`config.mk`:
```
export PLATFORM = sky130hd
export DESIGN_NAME = instr_fetch_unit
export DESIGN_NICKNAME = d
export VERILOG_FILES = /design/src/rtl/ifetch_pkg.sv /design/src/rtl/ifetch_decode.sv /design/src/rtl/instr_fetch_unit.sv
export SDC_FILE = /design/constraint.sdc
export NUM_CORES = 1
export LEC_CHECK = 0
export CORE_MARGIN = 3
export CORE_UTILIZATION = 35
export DETAILED_ROUTE_END_ITERATION = 6
export PLACE_DENSITY = 0.71
export SLEW_MARGIN = 30
export SYNTH_ARGS = -nofsm -noshare
export SYNTH_HDL_FRONTEND = slang
export SYNTH_SLANG_ARGS = --single-unit
```
`constraint.sdc`:
```
create_clock -name Clk -period 1.8 [get_ports Clk]
set_input_delay 0.36 -clock Clk [delete_from_list [all_inputs] [get_ports Clk]]
set_output_delay 0.36 -clock Clk [all_outputs]
set_load 0.1 [all_outputs]
```
`src/rtl/ifetch_pkg.sv`:
```
// Shared types and constants for the instruction fetch unit.
// Optional build macro IFETCH_ILLEGAL_OP_EN enables the opcode legality check.
package ifetch_pkg;

    localparam logic [3:0] MEM_SEL   = 4'h1;
    localparam int         PC_W      = 12;
    localparam int         MEM_DEPTH = 15;

    // A fetch from this pc would read past the end of the ROM.
    localparam logic [PC_W-1:0] OVERRUN_PC = PC_W'(MEM_DEPTH);

    typedef enum logic [7:0] {
        MMULT1     = 8'h00,
        MMULT2     = 8'h01,
        MMULT3     = 8'h02,
        MADD       = 8'h03,
        MSUB       = 8'h04,
        MTRANSPOSE = 8'h05,
        MSCALE     = 8'h06,
        MSCALEIMM  = 8'h07,
        INTADD     = 8'h10,
        INTSUB     = 8'h11,
        INTMUL     = 8'h12,
        INTDIV     = 8'h13,
        BREQ       = 8'h20,
        BRNE       = 8'h21,
        BRLT       = 8'h22,
        STOP       = 8'hFF
    } opcode_e;

    typedef struct packed {
        logic [7:0] opcode;
        logic [7:0] dest;
        logic [7:0] src1;
        logic [7:0] src2;
    } instr_t;

    typedef enum logic [2:0] {
        IDLE  = 3'd0,
        ARB   = 3'd1,
        REQ   = 3'd2,
        CAPT  = 3'd3,
        VALID = 3'd4,
        HALT  = 3'd5
    } fetch_state_e;

    function automatic logic isLegalOpcode(input logic [7:0] op);
        return (op inside {[8'h00:8'h07], [8'h10:8'h13], [8'h20:8'h22], 8'hFF});
    endfunction

endpackage

```
`src/rtl/ifetch_decode.sv`:
```
// Combinational split of a fetched ROM word into instruction fields plus stop/legality flags.
// With IFETCH_ILLEGAL_OP_EN undefined every opcode is reported legal.
module ifetch_decode
    import ifetch_pkg::*;
(
    input  logic [31:0] word,
    output instr_t      instr,
    output logic        isStop,
    output logic        isLegal
);

    assign instr  = instr_t'(word);
    assign isStop = (word[31:24] == STOP);

`ifdef IFETCH_ILLEGAL_OP_EN
    assign isLegal = isLegalOpcode(word[31:24]);
`else
    assign isLegal = 1'b1;
`endif

endmodule

```
`src/rtl/instr_fetch_unit.sv`:
```
// Bus initiator fetching one 32-bit ROM word per bus cycle and presenting it via valid/ready.
// Build macro IFETCH_ILLEGAL_OP_EN adds the illegal_op output and halts on undefined opcodes.
module instr_fetch_unit
    import ifetch_pkg::*;
(
    input  logic            Clk,
    input  logic            nReset,
    input  logic            start,
    output logic            bus_req,
    input  logic            bus_gnt,
    output logic [15:0]     address,
    output logic            nRead,
    input  logic [31:0]     data_in,
    output logic            instr_valid,
    input  logic            instr_ready,
    output logic [7:0]      opcode,
    output logic [7:0]      dest,
    output logic [7:0]      src1,
    output logic [7:0]      src2,
    output logic [PC_W-1:0] instr_pc,
    input  logic            branch_en,
    input  logic [PC_W-1:0] branch_pc,
    output logic            halted,
    output logic            overrun,
`ifdef IFETCH_ILLEGAL_OP_EN
    output logic            illegal_op,
`endif
    output logic [2:0]      dbgState
);

    // Handshake: an instruction transfers on any posedge where instr_valid and
    // instr_ready are both high; while instr_valid is high and instr_ready low,
    // opcode/dest/src1/src2/instr_pc hold their values unchanged.

    fetch_state_e    state, stateNext;
    logic [PC_W-1:0] pc, pcNext;
    instr_t          instrReg;
    logic [PC_W-1:0] instrPcReg;
    logic            overrunReg;

    instr_t decInstr;
    logic   decStop;
    logic   decLegal;

    logic loadInstr;
    logic clearFlags;
    logic setOverrun;
    logic fetchActive;

`ifdef IFETCH_ILLEGAL_OP_EN
    logic illegalReg;
    logic setIllegal;
`endif

    ifetch_decode uDecode (
        .word    (data_in),
        .instr   (decInstr),
        .isStop  (decStop),
        .isLegal (decLegal)
    );

    always_ff @(posedge Clk or negedge nReset) begin
        if (!nReset) begin
            state      <= IDLE;
            pc         <= '0;
            instrReg   <= '0;
            instrPcReg <= '0;
            overrunReg <= 1'b0;
        end else begin
            state <= stateNext;
            pc    <= pcNext;
            if (loadInstr) begin
                instrReg   <= decInstr;
                instrPcReg <= pc;
            end
            if (clearFlags) begin
                overrunReg <= 1'b0;
            end else if (setOverrun) begin
                overrunReg <= 1'b1;
            end
        end
    end

`ifdef IFETCH_ILLEGAL_OP_EN
    always_ff @(posedge Clk or negedge nReset) begin
        if (!nReset) begin
            illegalReg <= 1'b0;
        end else if (clearFlags) begin
            illegalReg <= 1'b0;
        end else if (setIllegal) begin
            illegalReg <= 1'b1;
        end
    end
`endif

    always_comb begin
        stateNext  = state;
        pcNext     = pc;
        loadInstr  = 1'b0;
        clearFlags = 1'b0;
        setOverrun = 1'b0;
`ifdef IFETCH_ILLEGAL_OP_EN
        setIllegal = 1'b0;
`endif
        // A redirect overrides everything else while fetching, including the
        // overrun check and a completing capture.
        if (branch_en && (state != IDLE) && (state != HALT)) begin
            stateNext = ARB;
            pcNext    = branch_pc;
        end else begin
            case (state)
                IDLE, HALT: begin
                    if (start) begin
                        stateNext  = ARB;
                        pcNext     = '0;
                        clearFlags = 1'b1;
                    end
                end
                ARB: begin
                    if (pc == OVERRUN_PC) begin
                        stateNext  = HALT;
                        setOverrun = 1'b1;
                    end else if (bus_gnt) begin
                        stateNext = REQ;
                    end
                end
                REQ: begin
                    stateNext = bus_gnt ? CAPT : ARB;
                end
                CAPT: begin
                    if (!bus_gnt) begin
                        stateNext = ARB;
                    end else if (decStop) begin
                        stateNext = HALT;
                    end else if (!decLegal) begin
                        stateNext = HALT;
`ifdef IFETCH_ILLEGAL_OP_EN
                        setIllegal = 1'b1;
`endif
                    end else begin
                        stateNext = VALID;
                        loadInstr = 1'b1;
                        pcNext    = pc + PC_W'(1);
                    end
                end
                VALID: begin
                    if (instr_ready) begin
                        stateNext = ARB;
                    end
                end
                default: begin
                    stateNext = IDLE;
                end
            endcase
        end
    end

    // Bus signals are decoded straight from state so an asynchronous reset
    // or a lost grant releases the bus in the same cycle.
    assign fetchActive = ((state == REQ) || (state == CAPT)) && bus_gnt;
    assign bus_req     = (state == ARB) || (state == REQ) || (state == CAPT);
    assign address     = fetchActive ? {MEM_SEL, pc} : 16'h0000;
    assign nRead       = !((state == REQ) && bus_gnt);

    assign instr_valid = (state == VALID);
    assign halted      = (state == HALT);
    assign overrun     = overrunReg;
    assign opcode      = instrReg.opcode;
    assign dest        = instrReg.dest;
    assign src1        = instrReg.src1;
    assign src2        = instrReg.src2;
    assign instr_pc    = instrPcReg;
    assign dbgState    = state;

`ifdef IFETCH_ILLEGAL_OP_EN
    assign illegal_op  = illegalReg;
`endif

endmodule

```
# Yosys cells after proc, flatten, opt, wreduce, memory -nomap -nowiden
# Cells that the tools add are included.
# W data, S select, Z words.
dict set report op_classes {
  addsub 1
  multipliers 0
  div 0
  magnitude_cmp 0
  n_eq_ne 13
  shift 0
  n_mux 27
  bitwise_logic 0
  reduce_logical 15
}
# operator count
set ops {}
lappend ops {{$mux W12} 4}
lappend ops {{$pmux W12 S2} 1}
lappend ops {{$mux W3} 6}
lappend ops {{$pmux W3 S5} 1}
lappend ops {{$mux W1} 13}
lappend ops {{$mux W13} 1}
lappend ops {{$add A12 B1 Y12 const B} 1}
lappend ops {{$eq A12 B4 Y1 const B} 1}
lappend ops {{$ne A3 B3 Y1 const B} 4}
lappend ops {{$eq A8 B8 Y1 const B} 1}
lappend ops {{$eq A3 B2 Y1 const B} 2}
lappend ops {{$eq A3 B3 Y1 const B} 2}
lappend ops {{$reduce_bool A3 Y1} 2}
lappend ops {{$logic_and A1 B1 Y1} 4}
lappend ops {{$ne A4 B4 Y1 const B} 1}
lappend ops {{$reduce_and A4 Y1} 1}
lappend ops {{$eq A3 B1 Y1 const B} 1}
lappend ops {{$logic_not A3 Y1} 1}
lappend ops {{$logic_or A1 B1 Y1} 3}
lappend ops {{$ne A3 B1 Y1 const B} 1}
lappend ops {{$reduce_and A3 Y1} 1}
lappend ops {{$mux W2} 1}
lappend ops {{$reduce_bool A2 Y1} 1}
lappend ops {{$reduce_or A2 Y1} 1}
lappend ops {{$logic_not A1 Y1} 1}
dict set report totals {
  register_bits 60
  latch_bits 0
  mem_bits_rw 0
  rom_bits 0
  out_inout_bits 68
  mem_count 0
}

# Longest topological paths before layout
dict set report logic_depth {
  word_depth 6
  mapped_depth 6
  ltp_nobuf 5
}

# Hierarchy
# Synthesis repeated with hierarchy kept, for this count alone.
dict set report hier_totals {
  cells_unflattened 292
  hier_area_um2 3260.6
}
# mod instances cells_each area_per_inst_um2 seq_area_each_um2
set modules_own_cells {}
lappend modules_own_cells {instr_fetch_unit 1 255 2992.9 1501.4}
lappend modules_own_cells {ifetch_decode 1 37 267.8 0.0}

# Worst setup path after synthesis
# OpenSTA, ideal clock, no wires.
dict set report synth_path {
  path_kind {register to output}
  startpoint {reg state[1] (netlist: dbgState[1])}
  endpoint {out bus_req}
  arrival_ns 2.660
  required_ns 1.440
  path_slack_ns -1.220
  stages_incl_launch_ff 4
  n_path_buf 1
  path_cell_list {dfrtp_1 > buf_2 > nor2_1 > nor2_1}
}
dict set report synth_between {
  elab_chain_cells 3
}
# element line_no
set synth_rtl {}
lappend synth_rtl {{start, declared} instr_fetch_unit.sv:35} ;# fetch_state_e state, stateNext;
lappend synth_rtl {{start signal, assigned} instr_fetch_unit.sv:70} ;# state <= stateNext;
lappend synth_rtl {{$eq A3 B1 Y1 / $eq A3 B2 Y1 (equally long branches)} instr_fetch_unit.sv:161} ;# assign bus_req = (state == ARB) || (state == REQ) || (state == CAPT);
lappend synth_rtl {{$logic_or A1 B1 Y1} instr_fetch_unit.sv:161}
lappend synth_rtl {{$logic_or A1 B1 Y1 (*)} instr_fetch_unit.sv:161}
lappend synth_rtl {{end, declared} instr_fetch_unit.sv:9} ;# output logic bus_req,
# Mark *: on every way between the ends. The rest lies on a longest branch, timed or not.

# Worst setup path after layout
dict set report layout_path {
  startpoint {reg state[2] (netlist: dbgState[2])}
  endpoint {out nRead}
}
dict set report layout_between {
  elab_chain_cells 3
}
# element line_no
set layout_rtl {}
lappend layout_rtl {{$eq A3 B2 Y1} instr_fetch_unit.sv:163} ;# assign nRead = !((state == REQ) && bus_gnt);
lappend layout_rtl {{$logic_and A1 B1 Y1} instr_fetch_unit.sv:163}
lappend layout_rtl {{$logic_not A1 Y1} instr_fetch_unit.sv:163}
lappend layout_rtl {{end, declared} instr_fetch_unit.sv:12} ;# output logic nRead,
# No other way between the ends.

==> results.py <==
metrics = {
    "detailed_routing": {
        "highest_layer": "met4",
        "wirelength_met1_mm": 3.75,
        "drt_iter0_drc": 183,
        "drt-vias-per-instance": 5.43,
        "dr_total_vias": 2851,
        "drtAntennaViolNets": 0,
        "postRouteWirelength_mm": 9.90,
        "routed_wire_length_per_instance_um": 18.9,
        "drt_pass1_iterations": 5,
        "routed-wl-met2_mm": 5.01,
        "drc": 0,
        "met3WireLength_um": 915,
    },
    "clocking": {
        "worst_setup_hold_path_clk_slew_ns": 0.07,
        "cts_tree": "yes",
        "clock_insertion_delay_worst_skew_ns": 0.33,
        "tritoncts.num_buffers": 9,
        "cts_max_level": 3,
        "tritoncts_num_sinks": 60,
        "cts-root-buf": "sky130_fd_sc_hd__clkbuf_8",
        "clock_path_buffers": 2,
    },
    "synth": {
        "synth.top_cell.area_share_pct": 50.0,
        "ys_top_cells_by_area": "sky130_fd_sc_hd__dfrtp_1 (50%), sky130_fd_sc_hd__mux2_1 (18%), sky130_fd_sc_hd__and2_1 (2.7%), sky130_fd_sc_hd__o2bb2ai_1 (2.3%), sky130_fd_sc_hd__o221ai_1 (2.0%)",
        "ys_async_sr_fraction_pct": 100,
        "synth_top_area_cell": "sky130_fd_sc_hd__dfrtp_1",
        "syn_avg_cell_area_um2": 12.0,
        "ys.flop_type": "sky130_fd_sc_hd__dfrtp_1",
        "synth_enable_flop_cells": 0,
        "seq_area_frac_synth_pct": 50.0,
        "netlist_area_mm2": 0.00301,
        "ys.warnings.count": 0,
        "synthDistinctLibCells": 54,
        "synth.ff_latch_count": 60,
        "number_of_cells_produced_by_synthesis": 251,
    },
    "timing": {
        "min_period_ns": 1.99,
        "timing.hold.ws_ns": 0.538,
        "grt_setup_unrepaired": "true",
        "finalWorstSetupSlack_ns": -0.190,
        "slew_headroom_pct": 66.2,
        "slew_limit_fails": 0,
        "achievable-frequency_mhz": 502,
        "worst_clock_skew_ns": 0.00610,
        "layout_worst_path_cycle_share_pct": 111,
        "report.final.setup_viol": 29,
        "final_hold_viol_count": 0,
        "setup-tns-final_ns": -3.60,
        "worst_pin_slew_ns": 0.507,
    },
    "placement": {
        "preCtsSetupSlack_ns": -0.261,
        "gp_congestion": 0.891,
        "detailed_place_hpwl_mm": 6.56,
        "numPortBuffers": 114,
    },
    "floorplan": {
        "start_util_pct": 36.4,
        "fp.dieH_um": 98.7,
        "boundaryPins": 118,
        "placementRows": 33,
        "chipWidth_um": 98.7,
        "die_area_mm2": 0.00973,
        "core_area_mm2": 0.00826,
    },
    "worst_hold_path": {
        "worst_hold_path_type": "in2async",
    },
    "final_layout": {
        "post-route-util_pct": 70.2,
        "drive_above_1_share_pct": 44.5,
        "fin_nets": 466,
        "antenna_cell_count": 0,
        "area_delta_synth_final_pct": 93.0,
    },
    "job": {
        "max_cap_violation_count": 0,
    },
    "setup_path": {
        "worst_ep_arrival_time_ns": 1.63,
        "critical_path.startpoint_type": "flip-flop",
        "path_class": "reg2out",
        "worst-r2r-setup-slack_ns": -0.17,
        "setup.worst_path.end_class": "output port",
        "worstPathMaxFanout": 7,
        "worstPathRequired_ns": 1.44,
    },
    "global_routing": {
        "grt_use_total_pct": 19.1,
        "overflow": 0,
        "grt_start_max_net_pins": 31,
        "first_global_vias": 2909,
        "antenna_violations_before_repair": 0,
        "grt_first_pass_wirelength_mm": 14.8,
    },
    "run_status": {
        "violations": "negative setup slack",
        "outcome": "complete, but fails checks",
    },
}
==> cell usage in the layout (no fill, tap or decap), types with 7 or more instances in the layout <==
cell type | netlist | routed
sky130_fd_sc_hd__buf_12 | 0 | 67
sky130_fd_sc_hd__dfrtp_1 | 60 | 57
sky130_fd_sc_hd__clkdlybuf4s50_1 | 0 | 47
sky130_fd_sc_hd__mux2_1 | 47 | 45
sky130_fd_sc_hd__buf_4 | 6 | 42
sky130_fd_sc_hd__and2_4 | 0 | 13
sky130_fd_sc_hd__clkbuf_8 | 0 | 11
sky130_fd_sc_hd__nor2_1 | 12 | 9
sky130_fd_sc_hd__o2bb2ai_1 | 8 | 7
sky130_fd_sc_hd__buf_6 | 1 | 7
==> metrics by stage <==
| stage | instances | area, um^2 |
|---|---|---|
| 2_1_floorplan | 253 | 3120 |
| 3_3_place_gp | 492 | 5220 |
| 3_5_place_dp | 492 | 5220 |
| 4_1_cts | 516 | 5570 |
| 5_1_grt | 525 | 5800 |
| 6_report | 525 | 5800 |
==> final timing paths <==
path / endpoint / startpoint / cells past startpoint
max: nRead / dbgState[2] / 4
min: dbgState[2] / nReset / 2
max reg2reg: pc[8] / dbgState[2] / 8
min reg2reg: src1[1] / src1[1] / 1
max in group asynchronous: src2[5] / nReset / 3
min in group Clk: src1[1] / src1[1] / 1
==> Yosys cell counts, drive strengths merged (4+ instances only) <==
| master | count |
|---|---|
| clkbuf | 4 |
| o2bb2ai | 8 |
| o21ai | 5 |
| dfrtp | 60 |
| nand2 | 6 |
| nor4 | 5 |
| nand3 | 4 |
| and2 | 13 |
| nor3 | 4 |
| o221ai | 7 |
| mux2 | 48 |
| nor2 | 12 |
| and3 | 4 |
| buf | 15 |
| a21oi | 4 |
| inv | 6 |
| a32oi | 4 |
==> timing repair <==
item | in CTS | in global routing
pin swaps | 4 | 15
setup endpoints to repair | 17 | 33
hold buffers | 1 | 0
resized for setup | 14 | 28
endpoints found under the hold margin | 18 | 0
buffers inserted | 6 | 6
gates cloned | 1 | 3
==> metal layers <==
metal	up-vias	GRT usage (%)
li1	1265	-
met1	1392	22.9
met2	167	31.9
met3	27	5.59
met4	0	8.09
met5	-	0
==> worst max-delay path, stage by stage, from the launching register on <==
cell	delay, ns
sky130_fd_sc_hd__dfrtp_4	0.52
sky130_fd_sc_hd__and3b_4	0.41
sky130_fd_sc_hd__buf_6	0.13
sky130_fd_sc_hd__nand2b_4	0.06
sky130_fd_sc_hd__buf_12	0.16
==> cell families after synthesis <==
group,synth area share (%)
mux,18.7
fa+ha+maj,0.416
other cells,0.125
buf+inv,4.45
xor+xnor,0.291
compound gates,13.4
simple gates,12.7
flops,50.0
==> flip-flops by register name, summed over array words and instances (netlist names) <==
signal and count:
instr_pc 12, pc 12, dest 8, opcode 8, src1 8, src2 8, dbgState 3, overrun 1
==> layout make-up <==
cell class | instances | area [um^2]
clock inverter | 4 | 95.1
multi-input combinational | 169 | 1590
tap | 105 | 131
inverter | 6 | 22.5
clock buffer | 12 | 155
timing repair buffer | 169 | 2290
sequential | 60 | 1510
fill | 564 | 2460
Power is not shown: default switching activity piles up to over one toggle a cycle in this logic, so the estimate is an artifact.
